$ cat src/rtl/pad_input_conditioner.sv
// Per-lane pad input conditioning. Each lane has a two-flop synchronizer, a
// programmable debounce filter, edge detection and sticky interrupt pending bits.
module pad_input_conditioner #(
  parameter int N_PADS = 8,
  parameter int CNT_W  = 8
) (
  input  logic              clk,
  input  logic              rst,
  input  logic [N_PADS-1:0] pad_to_core_i,
  input  logic [N_PADS-1:0] filt_en_i,
  input  logic [CNT_W-1:0]  debounce_thr_i,
  input  logic [N_PADS-1:0] irq_rise_en_i,
  input  logic [N_PADS-1:0] irq_fall_en_i,
  input  logic [N_PADS-1:0] irq_clear_i,
  output logic [N_PADS-1:0] sync_o,
  output logic [N_PADS-1:0] filt_o,
  output logic [N_PADS-1:0] rise_pulse_o,
  output logic [N_PADS-1:0] fall_pulse_o,
  output logic [N_PADS-1:0] irq_pending_o,
  output logic              irq_o
);

  localparam logic [CNT_W-1:0] CNT_ONE = CNT_W'(1);

  logic [N_PADS-1:0] s1;
  logic [N_PADS-1:0] s2;
  logic [N_PADS-1:0] filt;
  logic [N_PADS-1:0] filt_q;
  logic [N_PADS-1:0] pending;
  logic [CNT_W-1:0]  cnt [N_PADS];
  logic [N_PADS-1:0] rise;
  logic [N_PADS-1:0] fall;
  logic [N_PADS-1:0] set_irq;

  assign rise    = filt & ~filt_q;
  assign fall    = ~filt & filt_q;
  assign set_irq = (rise & irq_rise_en_i) | (fall & irq_fall_en_i);

  always_ff @(posedge clk) begin
    if (rst) begin
      s1      <= '0;
      s2      <= '0;
      filt    <= '0;
      filt_q  <= '0;
      pending <= '0;
      for (int i = 0; i < N_PADS; i++) cnt[i] <= '0;
    end else begin
      s1      <= pad_to_core_i;
      s2      <= s1;
      filt_q  <= filt;
      // A new set takes priority over a clear arriving in the same cycle.
      pending <= set_irq | (pending & ~irq_clear_i);
      for (int i = 0; i < N_PADS; i++) begin
        if (!filt_en_i[i]) begin
          filt[i] <= s2[i];
          cnt[i]  <= '0;
        end else if (s2[i] == filt[i]) begin
          cnt[i]  <= '0;
        end else if (cnt[i] >= debounce_thr_i) begin
          // >= so that lowering the threshold below cnt accepts immediately.
          filt[i] <= s2[i];
          cnt[i]  <= '0;
        end else begin
          cnt[i]  <= cnt[i] + CNT_ONE;
        end
      end
    end
  end

  assign sync_o        = s2;
  assign filt_o        = filt;
  assign rise_pulse_o  = rise;
  assign fall_pulse_o  = fall;
  assign irq_pending_o = pending;
  assign irq_o         = |pending;

endmodule

$ cat config.mk
export PLATFORM = sky130hd
export DESIGN_NAME = pad_input_conditioner
export DESIGN_NICKNAME = d
export VERILOG_FILES = /design/src/rtl/pad_input_conditioner.sv
export SDC_FILE = /design/constraint.sdc
export NUM_CORES = 1
export LEC_CHECK = 0
export CELL_PAD_IN_SITES_DETAIL_PLACEMENT = 1
export CELL_PAD_IN_SITES_GLOBAL_PLACEMENT = 2
export CORE_ASPECT_RATIO = 0.8
export CORE_UTILIZATION = 38
export CTS_CLUSTER_DIAMETER = 100
export CTS_CLUSTER_SIZE = 28
export DETAILED_ROUTE_END_ITERATION = 8
export PLACE_DENSITY = 0.85
export SETUP_SLACK_MARGIN = 0.15
export SKIP_CTS_REPAIR_TIMING = 1
export SKIP_LAST_GASP = 1
export SYNTH_ARGS = -nofsm -noshare
export SYNTH_HDL_FRONTEND = slang
export SYNTH_SLANG_ARGS = --single-unit
$ cat constraint.sdc
create_clock -name clk -period 5.2 [get_ports clk]
set_input_delay 0.78 -clock clk [delete_from_list [all_inputs] [get_ports clk]]
set_output_delay 0.78 -clock clk [all_outputs]
set_load 0.01 [all_outputs]
==> flow_summary.toml, run 1 <==
[setup_path]
crit_fanout = 8
path_cells = "clkdlybuf4s50_1 -> ha_1 -> nand2b_4 -> a211o_1 -> o2111ai_2 -> nand4_2 -> nor2_1"
worst_path_dominant_cell_family = "buffers and inverters"
critical_path_buf_inv_count = 1
rrSetupSlack_ps = 3170
worst_reg2reg_path_length_in_cells = 6
worstSetupStartpointType = "primary input"
worst_endpoint_required_time_ps = 5410
regToRegEndpoint = "cnt[1][30]"
setup.worst_path.end_class = "register"
worst_ep_arrival_time_ps = 2910
crit_path_max_incr_delay_ps = 800
worst-setup-path-type = "primary input to register"
timing.critical_path.slowest_stage_cell = "clkdlybuf4s50_1"
critical_path.reg2reg.startpoint = "cnt[1][26]"

[power]
vdd.ir_drop.worst_uv = 180
cell_area_power_density_mw_per_mm2 = 243
power_leakage_nw = 3.18
finalPower_w = 0.00186

[floorplan]
initial_core_util = 0.394
placement_rows = 40
num_io_pins = 91
die-height_microns = 114
design.core.area_sq_mm = 0.0152
die_width_microns = 142
fp.dieArea_sq_mm = 0.0163

[sta]
unrepaired_setup_endpoints_after_global_routing = "no"
max_freq_mhz = 370
worst_slew_pin_slew_ps = 567
finalSetupTns_ps = 0
hold-worst-slack_ps = 441
hold_viol_final = 0
report.final.slew_viol_count = 0
max-slew-margin-rel = 0.622
period_needed_ps = 2700
post-route-period-util = 0.520
skew_ps = 6.67
post-route-worst-setup-slack_ps = 2500
finalSetupViolCount = 0

[placed_design]
dpl.hpwl_microns = 11100
gpl.final_weighted_congestion = 0.773
detailedPlace.worstSlack_ps = 2070
placedCellCount = 933
placement.io_buffers = 90

[grt]
grt_max_degree = 49
grt_antenna_before_repair = 0
via_count_of_the_first_global_routing_pass = 4762
overflow = 0
track_usage = 0.190
first_pass_grt_wire_length_microns = 23500

[synth]
post_synth_inst_count = 574
synth.largest_area_cell = "edfxtp_1"
netlist.area_leader.share = 0.321
synthesis.area_sq_mm = 0.00599
seq_area_frac_synth = 0.455
netlist_top_cells_area = "edfxtp_1 32%, ha_1 15%, dfxtp_1 13%"
synthDistinctLibCells = 37
synth.ff_latch_count = 104
yosys_warnings = 0
post_synth.cell_area_avg_sq_um = 10.4

[clocking]
cts_tree = "done"
cts.reportedPaths.clkPinSlew_ps = 70
ctsRootBufferMaster = "clkbuf_16"
cts_buffer_depth = 2
clk_latency_ps = 350
htreeDepth = 3
cts_inserted_buffers = 9
clkSinkCount = 104

[layout]
layout.cells.most_common_list = "89 x clkdlybuf4s50_1, 82 x nor2_1, 72 x ha_1"
antenna_cells = 0
most_frequent_standard_cell_in_the_layout_excluding_fill_and_tap_cells = "clkdlybuf4s50_1"
layout.nets = 856
final_layout_size_suffix_gt1_frac = 0.0460
area.growth.synth_to_final_pct = 28.1
fin_cells = 949

[detailed_routing]
routed_wirelength_microns = 14700
detail_route.first_pass.iterations = 4
wl_cell_microns = 15.5
vias_per_cell = 4.76
drtIter0Drc = 165
drcViolationCount = 0
via_count = 4514
drtAntennaViolNets = 0

[outcome]
status = "finished clean"

[min_path]
hold_depth = 1
worst_hold_path_class = "register to register"
timing.hold.worst.start = "s1[6]"
holdPathEnd = "sync_o[6]"

[run]
maxCapViolations = 0
[power by group]
group	leakage, nW	internal [W]	switching [W]
clock network	0.154	0.000379	0.000310
registers	0.987	0.000905	0.0000337
logic	2.04	0.000118	0.000115
total	3.18	0.00140	0.000459
[per-layer routing]
| layer | vias up | track usage | part of all wire |
|---|---|---|---|
| li1 | 2286 | - | - |
| met1 | 2147 | 0.245 | 0.48 |
| met2 | 71 | 0.321 | 0.47 |
| met3 | 10 | 0.0389 | 0.034 |
| met4 | 0 | 0.0552 | 0.010 |
| met5 | - | 0 | 0 |
[state kept, by name, indices dropped and copies added, names as in the netlist]
register / cells
filt_q: 8
filt_o: 8
sync_o: 8
cnt: 64
s1: 8
irq_pending_o: 8
[worst max-delay path by stage]
stage | startpoint | end | slack, ps | cells after the start
finish | debounce_thr_i[0] | cnt[1][6] | 2500 | 7
global route | debounce_thr_i[6] | cnt[0][13] | 2310 | 8
CTS | debounce_thr_i[5] | cnt[1][30] | 2460 | 8
detailed placement | debounce_thr_i[5] | cnt[1][30] | 2070 | 8
global placement | debounce_thr_i[5] | cnt[1][31] | 2130 | 8
floorplan | debounce_thr_i[5] | filt_o[4] | 3030 | 6
[per-stage QoR]
step           area (sq um)   util
5_1_grt                7670  0.504
2_1_floorplan          6230      -
3_5_place_dp           7370  0.484
6_report               7670  0.504
3_3_place_gp           7370  0.484
4_1_cts                7670  0.504
[Yosys cell counts]
cell type and count:
xnor2_1 21, o21ai_1 1, edfxtp_1 64, nand2b_1 8, mux2i_1 2, a21oi_1 18, a211o_1 2, mux2_4 2
clkbuf_2 1, conb_1 1, o211ai_1 4, nand3_2 2, nor2b_1 58, nor4_1 2, nand4_2 2, o2111ai_1 3
dfxtp_1 40, buf_2 1, clkbuf_1 3, and4_1 2, nor2_1 82, o21ai_2 5, nand3_1 35, nand2_1 19
nor3_1 3, ha_1 72, xor2_1 35, o2111ai_2 3, o21ai_0 10, o21a_1 3, nand4_1 6, a211oi_1 4
nand2b_4 2, mux2_1 1, and3_1 17, inv_1 32, a222oi_1 8
[area by class of cell]
cell class	instances	area, sq um
multi-input cells	496	3360
well taps	210	263
clock inverters	4	22.5
fillers	1750	7540
inverters	32	120
clock buffers	12	278
flip-flops and latches	104	2720
repair buffers	91	903
[cells by family after synthesis]
group / Yosys count / synth area share
flops: 104 / 0.455
buf+inv: 37 / 0.0236
mux: 5 / 0.0102
simple gates: 238 / 0.205
other cells: 1 / 0.000626
xor+xnor: 56 / 0.0819
compound gates: 61 / 0.0735
fa+ha+maj: 72 / 0.150
Note: power is estimated with default switching activity, not from simulation.
==> run 2: changes to the inputs <==
--- a/config.mk
+++ b/config.mk
@@ -8,11 +8,11 @@
 export CELL_PAD_IN_SITES_DETAIL_PLACEMENT = 1
 export CELL_PAD_IN_SITES_GLOBAL_PLACEMENT = 2
 export CORE_ASPECT_RATIO = 0.8
-export CORE_UTILIZATION = 38
+export CORE_UTILIZATION = 35
 export CTS_CLUSTER_DIAMETER = 100
 export CTS_CLUSTER_SIZE = 28
 export DETAILED_ROUTE_END_ITERATION = 8
-export PLACE_DENSITY = 0.85
+export PLACE_DENSITY = 0.79
 export SETUP_SLACK_MARGIN = 0.15
 export SKIP_CTS_REPAIR_TIMING = 1
 export SKIP_LAST_GASP = 1
==> constraint.sdc (replaced) <==
create_clock -name clk -period 2.76 [get_ports clk]
set_input_delay 0.414 -clock clk [delete_from_list [all_inputs] [get_ports clk]]
set_output_delay 0.414 -clock clk [all_outputs]
set_load 0.01 [all_outputs]
==> flow_summary.toml, run 2 (same netlist as run 1, synthesis figures left out) <==
[outcome]
status = "finished clean"

[setup_path]
timing.critical_path.slowest_stage_cell = "clkdlybuf4s50_1"
setup.worst_path.end_class = "register"
crit_path_max_incr_delay_ps = 460
worst_endpoint_required_time_ps = 2970
worst_path_dominant_cell_family = "buffers and inverters"
worstSetupStartpointType = "primary input"
worst-setup-path-type = "primary input to register"
crit_fanout = 7
worst_ep_arrival_time_ps = 2480
critical_path_buf_inv_count = 3
path_cells = "clkdlybuf4s50_1 -> inv_1 -> buf_4 -> ha_1 -> a211oi_1 -> o21ai_0 -> a21oi_1 -> nand2_1 -> nor2_1"

[sta]
report.final.slew_viol_count = 0
skew_ps = 6.34
hold-worst-slack_ps = 370
worst_slew_pin_slew_ps = 516
period_needed_ps = 2260
max-slew-margin-rel = 0.656
max_freq_mhz = 442
finalSetupTns_ps = 0
hold_viol_final = 0
finalSetupViolCount = 0
post-route-period-util = 0.820
unrepaired_setup_endpoints_after_global_routing = "no"

[layout]
layout.nets = 864
final-seq-area_sq_mm = 0.00272
fin_cells = 967
layout.cells.most_common_list = "89 x clkdlybuf4s50_1, 82 x nor2_1, 72 x ha_1"
final_layout_size_suffix_gt1_frac = 0.0549
largest_register_ff_count = 64
area.growth.synth_to_final_pct = 29.2
top_register = "cnt"
antenna_cells = 0
multi_input_comb_area_sq_mm = 0.00336
nFillCells = 1865
most_frequent_standard_cell_in_the_layout_excluding_fill_and_tap_cells = "clkdlybuf4s50_1"

[clocking]
cts.reportedPaths.clkPinSlew_ps = 70
cts_tree = "done"
ctsRootBufferMaster = "clkbuf_16"
cts_buffer_depth = 2
clkSinkCount = 104
cts_inserted_buffers = 9
htreeDepth = 3
clk_latency_ps = 360

[run]
maxCapViolations = 0

[grt]
track_usage = 0.186
overflow = 0
grt_max_degree = 30
grt_antenna_before_repair = 0
first_pass_grt_wire_length_microns = 25000
via_count_of_the_first_global_routing_pass = 4853

[power]
vdd.ir_drop.worst_uv = 299
power_report.internal_total_w = 0.00256
power.switching_w = 0.000901
power_leakage_nw = 3.21
power.clock.fraction = 0.356
pwr-share-seq = 0.512
finalPower_w = 0.00346
swShare = 0.260
cell_area_power_density_mw_per_mm2 = 447
gate_power_share = 0.133

[detailed_routing]
drtIter0Drc = 129
drtAntennaViolNets = 0
detail_route.first_pass.iterations = 4
wl_cell_microns = 16.0
via_count = 4630
vias_per_cell = 4.79
drcViolationCount = 0
routed_wirelength_microns = 15500

[floorplan]
die_width_microns = 148
design.core.area_sq_mm = 0.0167
die-height_microns = 119
placement_rows = 42
initial_core_util = 0.360
fp.dieArea_sq_mm = 0.0176
num_io_pins = 91

[placed_design]
placement.io_buffers = 90
gpl.final_weighted_congestion = 0.753
placedCellCount = 951
dpl.hpwl_microns = 12100

[min_path]
worst_hold_path_class = "primary input to register"
-- run 2: area by class of cell --
type	instances	share of cell area
flip-flops and latches	104	0.352
inverters	32	0.0155
clock inverters	6	0.00534
well taps	220	0.0356
multi-input cells	496	0.434
clock buffers	10	0.0296
repair buffers	99	0.128
-- run 2: power by group through the flow --
| stage | sequential (W) | combinational, W | clock (W) |
|---|---|---|---|
| CTS | 0.00177 | 0.000464 | 0.00128 |
| finish | 0.00177 | 0.000460 | 0.00123 |
| floorplan | 0.00179 | 0.000253 | 0 |
| detailed placement | 0.00181 | 0.000460 | 0 |
| global placement | 0.00180 | 0.000436 | 0 |
| global route | 0.00178 | 0.000518 | 0.00132 |
-- run 2: worst register-to-register path: stages (launching register included) --
cell      delay [ps]
edfxtp_1         480
ha_1             340
a211oi_1         230
o21ai_0          130
a21oi_1          260
nand2_1          240
nor2_1           170
-- run 2: final timing paths --
check                    startpoint          endpoint  slack [ps]  depth (start not counted)
hold reg to reg               s1[3]         sync_o[3]         440                          1
hold / removal                  rst  irq_pending_o[5]         370                          2
setup / recovery  debounce_thr_i[5]        cnt[1][26]         500                          9
setup reg to reg         cnt[1][29]        cnt[1][26]         770                          6
-- run 2: through the flow --
stage	util	setup WS, ps	area (sq um)
after global placement	0.448	186	7470
after floorplan	-	954	6230
after global routing	0.465	304	7740
final	0.465	497	7740
after detailed placement	0.448	106	7470
after CTS	0.465	467	7740
-- run 2: per-layer routing --
| layer | vias up | track usage | wire length, microns |
|---|---|---|---|
| li1 | 2304 | - | - |
| met1 | 2239 | 0.241 | 7420 |
| met2 | 73 | 0.309 | 7290 |
| met3 | 14 | 0.0395 | 547 |
| met4 | 0 | 0.0561 | 252 |
| met5 | - | 0 | 0 |
